[src/rtl/tick_sched_pkg.sv]
// Shared encodings for the run/pause/step tick scheduler.
package tick_sched_pkg;

  localparam int unsigned CNT_W_DEF = 32;

  typedef enum logic [1:0] {
    ST_IDLE   = 2'd0,
    ST_RUN    = 2'd1,
    ST_PAUSED = 2'd2,
    ST_STEP   = 2'd3
  } state_t;

  typedef enum logic [1:0] {
    CMD_NOP   = 2'd0,
    CMD_RUN   = 2'd1,
    CMD_PAUSE = 2'd2,
    CMD_STEP  = 2'd3
  } cmd_t;

endpackage

[src/rtl/tick_counter.sv]
// Modulo-div counter producing a registered one-cycle tick on each wrap.
module tick_counter #(
  parameter int unsigned CNT_W   = 32,
  parameter int unsigned RST_DIV = 1
) (
  input  logic             clk,
  input  logic             rst_n,
  input  logic             en,
  input  logic             clr,
  input  logic             load,
  input  logic [CNT_W-1:0] div_in,
  output logic             tick,
  output logic [CNT_W-1:0] cnt,
  output logic [CNT_W-1:0] div
);

  logic last_c;
  logic wrap_c;

  // div is never 0, so div-1 cannot underflow
  assign last_c = (cnt == div - CNT_W'(1));
  // clr while enabled forces an immediate wrap (single step)
  assign wrap_c = en && (clr || last_c);

  always_ff @(posedge clk or negedge rst_n) begin
    if (!rst_n) begin
      cnt  <= '0;
      tick <= 1'b0;
      div  <= CNT_W'(RST_DIV);
    end else begin
      tick <= wrap_c;
      if (load) div <= div_in;
      if (load || clr || wrap_c) cnt <= '0;
      else if (en)               cnt <= cnt + CNT_W'(1);
    end
  end

endmodule

[src/rtl/tick_sched_ctrl.sv]
// Run/pause/single-step controller driving the slow step tick and fast scan tick,
// with runtime divisor updates applied at the affected channel's wrap.
module tick_sched_ctrl
  import tick_sched_pkg::*;
#(
  parameter int unsigned SLOW_DIV = 400_000_000,
  parameter int unsigned FAST_DIV = 20_000,
  parameter int unsigned CNT_W    = CNT_W_DEF
) (
  input  logic             clk100MHz,
  input  logic             rst_n,
  input  logic             cmd_valid,
  input  logic [1:0]       cmd,
  output logic             cmd_ready,
  input  logic             cfg_valid,
  input  logic             cfg_sel,
  input  logic [CNT_W-1:0] cfg_div,
  output logic             cfg_ready,
  output logic             slow_tick,
  output logic             fast_tick,
  output logic [1:0]       state
);

  state_t           state_q, state_n;
  cmd_t             cmd_c;
  logic             cmd_fire, cfg_fire;
  logic             pend_sel_q;
  logic [CNT_W-1:0] pend_div_q;
  logic             slow_en, slow_clr, slow_load, slow_last_c;
  logic             fast_en, fast_clr, fast_load, fast_last_c;
  logic [CNT_W-1:0] slow_cnt, slow_div, fast_cnt, fast_div;

  assign cmd_c    = cmd_t'(cmd);
  assign cmd_fire = cmd_valid && cmd_ready;
  assign cfg_fire = cfg_valid && cfg_ready;
  assign state    = state_q;

  assign slow_last_c = (slow_cnt == slow_div - CNT_W'(1));
  assign fast_last_c = (fast_cnt == fast_div - CNT_W'(1));

  always_ff @(posedge clk100MHz or negedge rst_n) begin
    if (!rst_n) begin
      state_q   <= ST_IDLE;
      cmd_ready <= 1'b1;
    end else begin
      state_q   <= state_n;
      cmd_ready <= (state_n != ST_STEP);
    end
  end

  // Next state plus per-channel counter control; counters follow the new state
  always_comb begin
    state_n = state_q;
    case (state_q)
      ST_IDLE: begin
        if (cmd_fire && cmd_c == CMD_RUN)        state_n = ST_RUN;
        else if (cmd_fire && cmd_c == CMD_PAUSE) state_n = ST_PAUSED;
      end
      ST_RUN: begin
        if (cmd_fire && cmd_c == CMD_PAUSE) state_n = ST_PAUSED;
      end
      ST_PAUSED: begin
        if (cmd_fire && cmd_c == CMD_RUN)       state_n = ST_RUN;
        else if (cmd_fire && cmd_c == CMD_STEP) state_n = ST_STEP;
      end
      ST_STEP: state_n = ST_PAUSED;
      default: state_n = ST_IDLE;
    endcase

    // A slow wrap on the same edge as PAUSE still completes
    slow_en  = (state_n == ST_RUN) || (state_n == ST_STEP) ||
               ((state_q == ST_RUN) && slow_last_c);
    slow_clr = (state_n == ST_IDLE) || (state_n == ST_STEP);
    fast_en  = (state_n != ST_IDLE);
    fast_clr = (state_n == ST_IDLE);

    slow_load = !cfg_ready && !pend_sel_q && (!slow_en || slow_clr || slow_last_c);
    fast_load = !cfg_ready &&  pend_sel_q && (!fast_en || fast_last_c);
  end

  // Shadow divisor; cfg_ready low doubles as the pending flag
  always_ff @(posedge clk100MHz or negedge rst_n) begin
    if (!rst_n) begin
      cfg_ready  <= 1'b1;
      pend_sel_q <= 1'b0;
      pend_div_q <= '0;
    end else if (cfg_fire) begin
      cfg_ready  <= 1'b0;
      pend_sel_q <= cfg_sel;
      pend_div_q <= (cfg_div == '0) ? CNT_W'(1) : cfg_div;
    end else if (slow_load || fast_load) begin
      cfg_ready  <= 1'b1;
    end
  end

  tick_counter #(.CNT_W(CNT_W), .RST_DIV(SLOW_DIV)) u_slow (
    .clk    (clk100MHz),
    .rst_n  (rst_n),
    .en     (slow_en),
    .clr    (slow_clr),
    .load   (slow_load),
    .div_in (pend_div_q),
    .tick   (slow_tick),
    .cnt    (slow_cnt),
    .div    (slow_div)
  );

  tick_counter #(.CNT_W(CNT_W), .RST_DIV(FAST_DIV)) u_fast (
    .clk    (clk100MHz),
    .rst_n  (rst_n),
    .en     (fast_en),
    .clr    (fast_clr),
    .load   (fast_load),
    .div_in (pend_div_q),
    .tick   (fast_tick),
    .cnt    (fast_cnt),
    .div    (fast_div)
  );

endmodule

[config.mk]
export PLATFORM = sky130hd
export DESIGN_NAME = tick_sched_ctrl
export DESIGN_NICKNAME = d
export VERILOG_FILES = /design/src/rtl/tick_sched_pkg.sv /design/src/rtl/tick_counter.sv /design/src/rtl/tick_sched_ctrl.sv
export SDC_FILE = /design/constraint.sdc
export NUM_CORES = 1
export LEC_CHECK = 0
export ABC_AREA = 1
export BUFFER_PORTS_ARGS = -buffer_cell sky130_fd_sc_hd__buf_2
export CORE_MARGIN = 1.5
export CORE_UTILIZATION = 65
export DETAILED_ROUTE_END_ITERATION = 16
export PLACE_DENSITY = 0.83
export SLEW_MARGIN = 20
export SYNTH_ARGS = -nofsm -noshare
export SYNTH_HDL_FRONTEND = slang
export SYNTH_SLANG_ARGS = --single-unit
[constraint.sdc]
create_clock -name clk100MHz -period 5.37 [get_ports clk100MHz]
set_input_delay 0.2685 -clock clk100MHz [delete_from_list [all_inputs] [get_ports clk100MHz]]
set_output_delay 0.2685 -clock clk100MHz [all_outputs]
set_load 0.1 [all_outputs]
Word-level counts from Yosys, hierarchy flattened:

Cells that the tools add are included.

* register bits after elaboration: 167
* latch bits: 0
* RAM bits: 0
* bits in read-only memories: 0
* input bits: 39
* output and inout port bits: 6
* word-level logic and storage cells: 74
* memories kept: 0

* add/sub/neg operators: 4
* multipliers: 0
* divide/modulo/power cells: 0
* magnitude comparators: 0
* eq/ne operators: 11
* shift operators: 0
* mux-type cells: 12
* bitwise logic cells: 0
* reductions and logical operators: 36

Operators by type and width (count)
* two-way mux 32 bit: 5
* adder 32 x 1 -> 32 bit, second input constant: 2
* equality test 32 bit: 2
* subtractor 32 x 1 -> 32 bit, second input constant: 2
* zero test 32 bit: 1
* logical OR 1 bit: 13
* logical AND 1 bit: 12
* equality test 2 bit, second input constant: 5
* two-way mux 2 bit: 4
* one-hot mux 2 bit (4 select lines): 1
* nonzero test 2 bit: 4
* equality test 2 x 1 -> 1 bit, second input constant: 3
* zero test 1 bit: 4
* zero test 2 bit: 2
* two-way mux 1 bit: 2
* != test 2 bit, second input constant: 1

Logic depth before layout (Yosys ltp):

Gate-level depths: netlist (run 1).

* word-level depth: 15
* gate-level depth with buffers: 20
* depth with buffers taken out: 18

Cells and area by module:

From an unflattened synthesis (run 1), not the netlist that was laid out.

* cells, all modules: 1873
* area, all modules: 13056.3 um2

By module, submodules not included
* tick_sched_ctrl: instances 1, cells an instance 711, area each 4466.8 um2, seq. area each 928.4 um2
* tick_counter (u_slow): instances 1, cells an instance 581, area each 4299.1 um2, seq. area each 1641.6 um2
* tick_counter (u_fast): instances 1, cells an instance 581, area each 4290.4 um2, seq. area each 1632.8 um2

Worst setup path before layout (run 1):

Ideal clock, no wire load.

* path kind: register -> register
* start: register cmd_ready
* end: register u_slow.cnt[21]
* arrival: 2.616 ns
* data required time: 5.251 ns
* slack: 2.635 ns
* stages on the path, launching flop included: 14
* clock period less this slack: 2.735 ns
* cell sequence: dfstp_2 -> nand2_1 -> nor2_1 -> inv_1 -> nor2_1 -> inv_1 -> a221oi_1 -> ha_1 -> nand3_2 -> buf_4 -> a21oi_4 -> buf_2 -> nand3_1 -> nand2_1

* word-level cells in the longest chain between the ends: 15
* elaborated cells on any way between the ends: 25

Ends and longest elaborated chain
* from (decl): RTL line tick_sched_ctrl.sv:14 `output logic cmd_ready,`
* from (signal assigned): RTL line tick_sched_ctrl.sv:47 `cmd_ready <= (state_n != ST_STEP);`
* logical AND 1 bit *: RTL line tick_sched_ctrl.sv:34 `assign cmd_fire = cmd_valid && cmd_ready;`
* logical AND 1 bit (on tied branches): RTL line tick_sched_ctrl.sv:64, tick_sched_ctrl.sv:57, tick_sched_ctrl.sv:60
* two-way mux 2 bit (on tied branches): RTL line tick_sched_ctrl.sv:64, tick_sched_ctrl.sv:57, tick_sched_ctrl.sv:60
* two-way mux 2 bit (on tied branches): RTL line tick_sched_ctrl.sv:63, tick_sched_ctrl.sv:56
* one-hot mux 2 bit (4 select lines) *: RTL line tick_sched_ctrl.sv:54 `case (state_q)`
* via state_n[0]: RTL line tick_sched_ctrl.sv:24 `state_t state_q, state_n;`
* equality test 2 x 1 -> 1 bit / equality test 2 bit (equally long branches): RTL line tick_sched_ctrl.sv:71, tick_sched_ctrl.sv:73
* logical OR 1 bit (2 in series): RTL line tick_sched_ctrl.sv:71 `slow_en = (state_n == ST_RUN) || (state_n == ST_STEP) ||`
* zero test 1 bit: RTL line tick_sched_ctrl.sv:77 `slow_load = !cfg_ready && !pend_sel_q && (!slow_en || slow_clr || slow_last_c);`
* logical OR 1 bit (2 in series): RTL line tick_sched_ctrl.sv:77
* logical AND 1 bit: RTL line tick_sched_ctrl.sv:77
* logical OR 1 bit (2 in series): RTL line tick_counter.sv:33 `if (load || clr || wrap_c) cnt <= '0;`
* two-way mux 32 bit / nonzero test 2 bit (equally long branches)
* to (signal assigned): RTL line tick_counter.sv:34 `else if (en) cnt <= cnt + CNT_W'(1);`
* to (decl): RTL line tick_counter.sv:13 `output logic [CNT_W-1:0] cnt,`

The timed path passes the listed nets; every way through them passes the cells marked *.
A chain may end at the register's enable or synchronous reset.

Worst setup path in the final report (run 1):

* start: register u_slow.div[5]
* end: register u_slow.cnt[23]

* word-level cells in the longest chain between the ends: 11
* elaborated cells on any way between the ends: 14

Ends and longest elaborated chain
* from (decl): RTL line tick_counter.sv:14 `output logic [CNT_W-1:0] div`
* from (signal assigned): RTL line tick_counter.sv:29 `div <= CNT_W'(RST_DIV);`
* from (signal assigned): RTL line tick_counter.sv:32 `if (load) div <= div_in;`
* subtractor 32 x 1 -> 32 bit *: RTL line tick_counter.sv:21, tick_sched_ctrl.sv:38
* equality test 32 bit *: RTL line tick_counter.sv:21, tick_sched_ctrl.sv:38
* logical AND 1 bit: RTL line tick_sched_ctrl.sv:72 `((state_q == ST_RUN) && slow_last_c);`
* logical OR 1 bit: RTL line tick_sched_ctrl.sv:71
* zero test 1 bit: RTL line tick_sched_ctrl.sv:77
* logical OR 1 bit (2 in series): RTL line tick_sched_ctrl.sv:77
* logical AND 1 bit: RTL line tick_sched_ctrl.sv:77
* logical OR 1 bit (2 in series): RTL line tick_counter.sv:33
* two-way mux 32 bit / nonzero test 2 bit (equally long branches)

Every way passes the cells marked *; elsewhere a longest branch is shown, timed or not.

==> results of run 1 <==
==> state kept, by name (all words and copies together), names as in the netlist <==
signal,count
u_fast.div,32
state,2
u_slow.div,32
cfg_ready,1
u_fast.cnt,32
cmd_ready,1
u_fast.tick,1
pend_sel_q,1
pend_div_q,32
u_slow.cnt,32
u_slow.tick,1
==> cells in the final DEF (no fill, tap or decap), drive strengths merged, types with 4 or more instances in the layout <==
master    n
mux2      8
nor4     17
o21ai    28
clkbuf   17
nand3   159
buf      53
a21oi    13
xnor2    43
nor3b     9
xor2     83
ha        6
inv     165
nand4    55
nand2   439
dfstp    19
nor3     40
or2       4
nor2    220
clkinv    4
nand3b    8
dfrtp   148
==> layer usage <==
layer,track usage,vias to the layer above
li1,-,4870
met1,0.500,4689
met2,0.503,447
met3,0.0961,55
met4,0.0901,0
met5,0,-
==> synth_stat cells (all sizes together) <==
library cell / instances / area share
mux2: 8 / 0.0084
and2: 1 / 0.00070
nor2: 220 / 0.082
and3: 1 / 0.00058
nor3: 40 / 0.019
a221oi: 1 / 0.00082
nand2: 439 / 0.15
or2: 4 / 0.0023
inv: 154 / 0.054
clkbuf: 28 / 0.0098
nand3b: 8 / 0.0056
nand4: 55 / 0.032
a21oi: 13 / 0.0071
a41oi: 1 / 0.00082
and3b: 1 / 0.00082
xnor2: 43 / 0.035
nor3b: 9 / 0.0063
dfrtp: 148 / 0.34
buf: 25 / 0.016
o22ai: 1 / 0.00058
o21ai: 28 / 0.013
nand3: 159 / 0.075
xor2: 83 / 0.068
nor4: 17 / 0.0099
ha: 6 / 0.0070
dfstp: 19 / 0.046
==> worst max path at each step <==
stage	cells past startpoint	startpoint	to
CTS	16	u_slow.div[5]$_DFFE_PN0P_	u_slow.cnt[23]$_DFFE_PN0P_
finish	16	u_slow.div[5]$_DFFE_PN0P_	u_slow.cnt[23]$_DFFE_PN0P_
floorplan	13	cmd_ready$_DFF_PN1_	u_slow.cnt[21]$_DFFE_PN0P_
global route	14	u_slow.div[0]$_DFFE_PN0P_	u_slow.cnt[16]$_DFFE_PN0P_
global placement	16	u_slow.div[5]$_DFFE_PN0P_	u_slow.cnt[28]$_DFFE_PN0P_
detailed placement	16	u_slow.div[5]$_DFFE_PN0P_	u_slow.cnt[24]$_DFFE_PN0P_
==> metrics by stage <==
| step | power (W) | utilization | setup WS, ns |
|---|---|---|---|
| floorplan | 0.00421 | - | 2.64 |
| global placement | 0.00476 | 0.690 | 1.52 |
| detailed placement | 0.00484 | 0.690 | 1.40 |
| CTS | 0.00621 | 0.732 | 1.33 |
| global route | 0.00667 | 0.732 | 0.928 |
| finish | 0.00625 | 0.732 | 1.26 |
==> power breakdown <==
group	total, W	internal (W)	switching, W
Combinational	0.00271	0.000811	0.00190
Sequential	0.00219	0.00167	0.000520
Clock	0.00135	0.000668	0.000681
==> critical path, stage by stage (launching register included) <==
cell     delay (ns)
dfrtp_1        0.42
nor2_1         0.15
nand2_1        0.08
nor2_1         0.54
nand2_1        0.14
nor2_1         0.19
nand2_1        0.07
nand2_1        0.06
nor2_1         0.04
nand2_1        0.05
nor2_1         0.05
nand3_2        0.12
nand3_2        0.54
a21oi_4        0.95
buf_4          0.39
nand4_1        0.12
nand2_1        0.11
==> layout make-up <==
type | instances | area share
Multi-Input combinational cell | 1138 | 0.487
Sequential cell | 167 | 0.359
Inverter | 154 | 0.0493
Clock buffer | 17 | 0.0363
Timing Repair Buffer | 54 | 0.0259
Tap cell | 216 | 0.0231
Clock inverter | 15 | 0.0199
==> kinds of logic (layout without fill, tap and decap cells) <==
family          count (synthesis)  in the layout  synth area share
buf+inv                       207            240            0.0792
fa+ha+maj                       6              6           0.00698
simple gates                  954            954             0.389
flops                         167            167             0.391
xor+xnor                      126            126             0.103
mux                             8              8           0.00838
compound gates                 44             44            0.0227
==> flow_summary.ini, run 1 <==
[detailed_routing]
drc_errors = 0
routed_wl_um = 29000
wl_per_cell_um = 16.5
vias_per_cell = 5.71
wl_met3_um = 2720
routed.top_layer = met4
drt-met1-wl_um = 13300
vias = 10100
ant_nets = 0
drt_iter0_drc = 1133
drt_first_pass_iters = 6
dr_wl_met2_um = 12400

[floorplanning]
die_y_um = 132
initial_core_util = 0.672
rows = 46
die_w_um = 132
core_um2 = 16000
io_pins = 45
die_area_um2 = 17300

[global_routing]
overflow = 0
grt_antenna_before_repair = 0
grt_pass1_vias = 9153
grt_pass1_wl_um = 47200
grt_usage = 0.343
grt_max_degree = 65

[clocking]
htreeDepth = 4
cts_tree = built
clock_sinks = 167
cts_buffer_depth = 2
cts_resized = 0
post-cts-setup-buffers = 0
cts_hold_buf = 1
cts_root_buffer = clkbuf_16
cts.clk_slew.worst_paths_ns = 0.09
clock_latency_ns = 0.45
cts_made_buffers = 17

[logic_synthesis]
syn_avg_cell_area_um2 = 7.11
syn_area_um2 = 10700
synth-seq-cells = 167
synth.net_count = 1557
yosys_warnings = 0
syn_inst = 1512
yosysSeqAreaShare = 0.391
synthDistinctLibCells = 38

[setup_path]
cp-start-kind = flop
worst-setup-path-type = flop to flop
rrSetupSlack_ns = 1.26
worstSetupEndpointType = flop
cp.required_ns = 5.74
reg2reg_depth = 16
cp.arrival_ns = 4.48
timing.rr.end = u_slow.cnt[23]$_DFFE_PN0P_
r2r-start = u_slow.div[5]$_DFFE_PN0P_
crit_fanout = 38

[finish]
filler_cell_count = 1310
drive_gt1_frac = 0.0958
regArea_um2 = 4200
nNetsFinal = 1577
fin_area_um2 = 11700
stdcell_count = 1761
antenna_cells = 0
syn2layout_area_growth_pct = 9.02
multi_input_area_um2 = 5700

[place]
placedCellCount = 1728
gp_congestion = 0.988
hpwl_um = 21600
place_area_um2 = 11000
io_buffers = 44

[power]
power_density_nw_per_um2 = 534
p_leak_nw = 5.94
vdd_drop_max_uv = 501

[run]
max_cap_violations = 0

[sta]
fin_skew_ns = 0.0191
clock.fmax_mhz = 243
relSlewSlack = 0.339
hold_ws_ns = 0.0597
worst_pin_slew_ns = 0.990
rsz0062_at_grt = no
post-route-period-util = 0.765
setup_tns_ns = 0
hold_violations = 0
finalSetupViolations = 0
slew_violations = 0
fin_crit_ns = 4.11

[hold_path]
min_to = pend_div_q[24]$_DFFE_PN0P_
whs_path_depth = 3
worstHoldStart = cfg_div[24]
min_path_type = input pin to flop

[run_status]
status = finished clean
No activity file was read; power rests on OpenSTA's default activity.
==> inputs of run 2 (changes only) <==
--- a/config.mk
+++ b/config.mk
@@ -8,9 +8,9 @@
 export ABC_AREA = 1
 export BUFFER_PORTS_ARGS = -buffer_cell sky130_fd_sc_hd__buf_2
 export CORE_MARGIN = 1.5
-export CORE_UTILIZATION = 65
+export CORE_UTILIZATION = 63
 export DETAILED_ROUTE_END_ITERATION = 16
-export PLACE_DENSITY = 0.83
+export PLACE_DENSITY = 0.81
 export SLEW_MARGIN = 20
 export SYNTH_ARGS = -nofsm -noshare
 export SYNTH_HDL_FRONTEND = slang
==> constraint.sdc (replaced) <==
create_clock -name clk100MHz -period 3.95 [get_ports clk100MHz]
set_input_delay 0.1975 -clock clk100MHz [delete_from_list [all_inputs] [get_ports clk100MHz]]
set_output_delay 0.1975 -clock clk100MHz [all_outputs]
set_load 0.1 [all_outputs]
==> flow_summary.ini, run 2 (synthesis results as in run 1) <==
[detailed_routing]
drt_first_pass_iters = 5
drc_errors = 0
vias = 10100
vias_per_cell = 5.69
drt_iter0_drc = 1268
ant_nets = 0
routed_wl_um = 29000
wl_per_cell_um = 16.3

[setup_path]
crit_fanout = 30
r2r-start = u_slow.div[5]$_DFFE_PN0P_
worst-setup-path-type = flop to flop
rrSetupSlack_ns = 0.75
reg2reg_depth = 15
timing.rr.end = u_slow.cnt[21]$_DFFE_PN0P_
cp.required_ns = 4.32
cp-start-kind = flop
endpoint = u_slow.cnt[21]$_DFFE_PN0P_
worstSetupEndpointType = flop
critPathLaunch = u_slow.div[5]$_DFFE_PN0P_
cp.arrival_ns = 3.57

[finish]
syn2layout_area_growth_pct = 9.45
fin_util = 0.707
nNetsFinal = 1589
stdcell_count = 1777
drive_gt1_frac = 0.0963
final_cell_mix = 433 x nand2_1, 206 x nor2_1, 156 x nand3_1, 150 x inv_1, 148 x dfrtp_1
fin_area_um2 = 11800
antenna_cells = 0
layout_commonest_cell = nand2_1

[sta]
fin_skew_ns = 0.0131
fin_crit_ns = 3.20
hold_violations = 0
setup_tns_ns = 0
rsz0062_at_grt = no
finalSetupViolations = 0
relSlewSlack = 0.319
slew_violations = 0
post-route-period-util = 0.810
clock.fmax_mhz = 313
worst_pin_slew_ns = 1.02

[clocking]
cts_buffer_depth = 2
clock_latency_ns = 0.44
cts.clk_slew.worst_paths_ns = 0.07
cts_made_buffers = 17
clock_sinks = 167
htreeDepth = 4
cts_root_buffer = clkbuf_16
cts_tree = built
post-cts-setup-buffers = 0

[run_status]
status = finished clean

[power]
switching_share = 0.492
p_leak_nw = 5.96
power_density_nw_per_um2 = 713
intPower_w = 0.00426
power.share.clock = 0.198
finalPower_w = 0.00839
comb_power_share = 0.444
netSwitchingPower_w = 0.00413
seqPwrFrac = 0.358
vdd_drop_max_uv = 520

[floorplanning]
core_um2 = 16600
io_pins = 45
initial_core_util = 0.646
die_y_um = 134
die_w_um = 134
rows = 47
die_area_um2 = 17900

[run]
max_cap_violations = 0

[global_routing]
grt_antenna_before_repair = 0
grt_max_degree = 103
grt_pass1_vias = 9076
grt_pass1_wl_um = 47300
overflow = 0
grt_usage = 0.339

[place]
io_buffers = 44
place_area_um2 = 11100
hpwl_um = 21500
placedCellCount = 1735
gp_congestion = 0.962

[hold_path]
min_path_type = input pin to flop
-- run 2: cell types whose count changed in the layout (fill, tap and decap cells not counted) --
cell,change
inv_12,-7
clkinvlp_4,+2
clkinv_4,+1
nand2_1,+1
nand2_2,-1
clkbuf_8,+1
inv_16,-1
dlygate4sd3_1,+9
buf_4,+3
inv_8,+3
inv_6,+3
clkinv_8,-2
-- run 2: power by group through the flow --
stage | Sequential, W | Clock (W) | Combinational, W
2_1_floorplan | 0.00283 | 0 | 0.00289
3_3_place_gp | 0.00300 | 0 | 0.00355
4_1_cts | 0.00298 | 0.00167 | 0.00369
6_report | 0.00300 | 0.00166 | 0.00373
3_5_place_dp | 0.00300 | 0 | 0.00364
5_1_grt | 0.00306 | 0.00174 | 0.00419
-- run 2: what timing repair did --
action	CTS	global route
resized for setup	0	0
hold buffers	9	1
hold endpoints to repair	100	1
endpoints found under the setup margin	0	0
-- run 2: cell type report --
class | count | area (um^2)
multi-input combinational | 1138 | 5700
fill | 1392 | 4880
sequential | 167 | 4200
inverter | 154 | 578
clock buffer | 18 | 439
timing repair buffer | 66 | 417
tap | 220 | 275
clock inverter | 14 | 150
-- run 2: through the flow --
| stage | hold slack, ns | worst slack, ns |
|---|---|---|
| 5_1_grt | 0.0116 | 0.440 |
| 3_5_place_dp | 0.372 | 0.838 |
| 4_1_cts | 0.000369 | 0.807 |
| 6_report | 0.00207 | 0.752 |
| 3_3_place_gp | 0.367 | 0.865 |
| 2_1_floorplan | -0.0981 | 1.22 |
-- run 2: how the worst min path moves through the flow --
stage           startpoint                          to  slack (ns)  cells after the start
2_1_floorplan        rst_n   pend_div_q[0]$_DFFE_PN0P_        -0.1                      0
3_3_place_gp         rst_n  u_fast.cnt[30]$_DFFE_PN0P_        0.37                      1
3_5_place_dp         rst_n  u_fast.cnt[24]$_DFFE_PN0P_        0.37                      1
4_1_cts        cfg_div[29]  pend_div_q[29]$_DFFE_PN0P_      0.0004                      3
5_1_grt         cfg_div[2]   pend_div_q[2]$_DFFE_PN0P_        0.01                      2
6_report       cfg_div[29]  pend_div_q[29]$_DFFE_PN0P_       0.002                      3
-- run 2: layer usage --
| metal | routed length (um) | vias to the layer above | GRT usage |
|---|---|---|---|
| li1 | - | 4903 | - |
| met1 | 13300 | 4726 | 0.509 |
| met2 | 12700 | 446 | 0.502 |
| met3 | 2510 | 42 | 0.0609 |
| met4 | 523 | 0 | 0.0996 |
| met5 | 0 | - | 0 |
-- run 2: worst max-delay path, stage by stage, from the launching register on --
cell	delay [ns]
dfrtp_1	0.43
nor2_1	0.15
nand2_1	0.08
nor2_1	0.53
nand2_1	0.16
nor2_1	0.20
nand2_1	0.07
nand2_1	0.06
nor2_1	0.04
nand2_1	0.05
nor2_1	0.05
nand3_2	0.10
nand2_1	0.08
inv_1	0.74
nand4_1	0.22
nand2_1	0.13
==> inputs of run 3 (changes only) <==
==> constraint.sdc (replaced) <==
create_clock -name clk100MHz -period 3.1 [get_ports clk100MHz]
set_input_delay 0.155 -clock clk100MHz [delete_from_list [all_inputs] [get_ports clk100MHz]]
set_output_delay 0.155 -clock clk100MHz [all_outputs]
set_load 0.1 [all_outputs]
==> flow_summary.ini, run 3 (synthesis results as in run 1) <==
[power]
seqPwrFrac = 0.336
power.share.clock = 0.190
switching_share = 0.485
power_density_nw_per_um2 = 933
netSwitchingPower_w = 0.00556
vdd_drop_max_uv = 674
p_leak_nw = 6.19
intPower_w = 0.00590
comb_power_share = 0.474

[finish]
final_cell_mix = 433 x nand2_1, 205 x nor2_1, 156 x nand3_1, 149 x inv_1, 148 x dfrtp_1
syn2layout_area_growth_pct = 14.3
fin_area_um2 = 12300
filler_cell_count = 1290
layout_commonest_cell = nand2_1
antenna_cells = 0
drive_gt1_frac = 0.108
nNetsFinal = 1631

[floorplanning]
initial_core_util = 0.646
rows = 47
die_y_um = 134
io_pins = 45
die_w_um = 134
die_area_um2 = 17900
core_um2 = 16600

[detailed_routing]
ant_nets = 0
drc_errors = 0
drt_iter0_drc = 1141
vias = 10400
drt_first_pass_iters = 6
wl_per_cell_um = 17.0
routed_wl_um = 30900
vias_per_cell = 5.70

[sta]
slew_violations = 0
fin_skew_ns = 0.0118
fin_crit_ns = 2.85
worst_pin_slew_ns = 0.841
setup_tns_ns = 0
fin_ws_ns = 0.250
hold_violations = 0
post-route-period-util = 0.919
relSlewSlack = 0.439
finalSetupViolations = 0
rsz0062_at_grt = no
clock.fmax_mhz = 351

[run_status]
status = finished clean

[place]
dp_worst_setup_slack_ns = 0.0521
io_buffers = 44
gp_congestion = 0.990
hpwl_um = 21500
place_area_um2 = 11200

[clocking]
cts_buffer_depth = 2
cts_made_buffers = 17
cts_root_buffer = clkbuf_16
clock_sinks = 167
cts_tree = built
cts.clk_slew.worst_paths_ns = 0.07
htreeDepth = 4
clock_latency_ns = 0.44

[setup_path]
cp-start-kind = flop
cp.arrival_ns = 3.20
worstSetupEndpointType = flop
cp.required_ns = 3.45
crit_fanout = 32
worst-setup-path-type = flop to flop

[run]
max_cap_violations = 0

[global_routing]
overflow = 0
grt_max_degree = 88
grt_usage = 0.350
grt_pass1_wl_um = 49200
grt_pass1_vias = 9534
grt_antenna_before_repair = 0

[hold_path]
min_path_type = input pin to flop
run 3: per-stage QoR:
step                      utilization  hold WS [ns]  instances  power, W
after floorplan                     -        -0.141       1512   0.00730
after global placement          0.673         0.274       1747   0.00846
after detailed placement        0.673         0.287       1747   0.00859
after CTS                       0.729       0.00544       1811    0.0108
after global routing            0.738        0.0367       1819    0.0122
final                           0.738        0.0171       1819    0.0115
run 3: cell type report:
type                            instances  area [um^2]  share of cell area
Multi-Input combinational cell       1139         5730               0.466
Timing Repair inverter                  1         7.51            0.000611
Clock buffer                           18          429              0.0349
Tap cell                              220          275              0.0224
Clock inverter                         14          179              0.0146
Timing Repair Buffer                  106          881              0.0717
Inverter                              154          582              0.0474
Sequential cell                       167         4200               0.342
run 3: worst max-delay path, stage by stage, from the launching register on:
cell and delay [ns]:
dfrtp_1 0.42, inv_1 0.11, ha_1 0.20, nand3_2 0.16
nor3_2 0.33, nand2_1 0.17, nor2_1 0.18, xor2_1 0.24
nor2_1 0.07, nand3_1 0.07, nor2_1 0.06, nand3_1 0.09
nand2_2 0.10, buf_4 0.15, clkbuf_16 0.20, nor3b_1 0.21
run 3: final timing paths:
path	start	end	slack (ns)	depth (start not counted)
min in group asynchronous	rst_n	u_fast.cnt[22]$_DFFE_PN0P_	0.34	2
hold / removal	cfg_div[0]	pend_div_q[0]$_DFFE_PN0P_	0.02	3
setup reg to reg	u_fast.div[0]$_DFFE_PN0P_	u_fast.cnt[20]$_DFFE_PN0P_	0.25	15
setup / recovery	u_fast.div[0]$_DFFE_PN0P_	u_fast.cnt[20]$_DFFE_PN0P_	0.25	15
max in group asynchronous	rst_n	cmd_ready$_DFF_PN1_	1.75	3
hold reg to reg	u_fast.div[31]$_DFFE_PN0P_	u_fast.div[31]$_DFFE_PN0P_	0.50	2
run 3: power groups by stage:
stage	logic [W]	registers, W	clock network [W]
floorplan	0.00369	0.00361	0
global placement	0.00465	0.00381	0
detailed placement	0.00476	0.00383	0
CTS	0.00485	0.00380	0.00218
global route	0.00599	0.00390	0.00228
finish	0.00543	0.00385	0.00217
run 3: repair_timing:
action                                  4_1_cts  5_1_grt
endpoints found under the setup margin        0       86
buffers inserted                              0        5
gates resized for setup                       0       11
hold buffers                                 32        0
hold endpoints to repair                    110        0
run 3: routing by layer:
layer | vias to the layer above | track usage | wire [um]
met4 | 0 | 0.0851 | 697
met5 | - | 0 | 0
met3 | 61 | 0.0776 | 2900
li1 | 4984 | - | -
met2 | 508 | 0.521 | 13500
met1 | 4809 | 0.521 | 13800
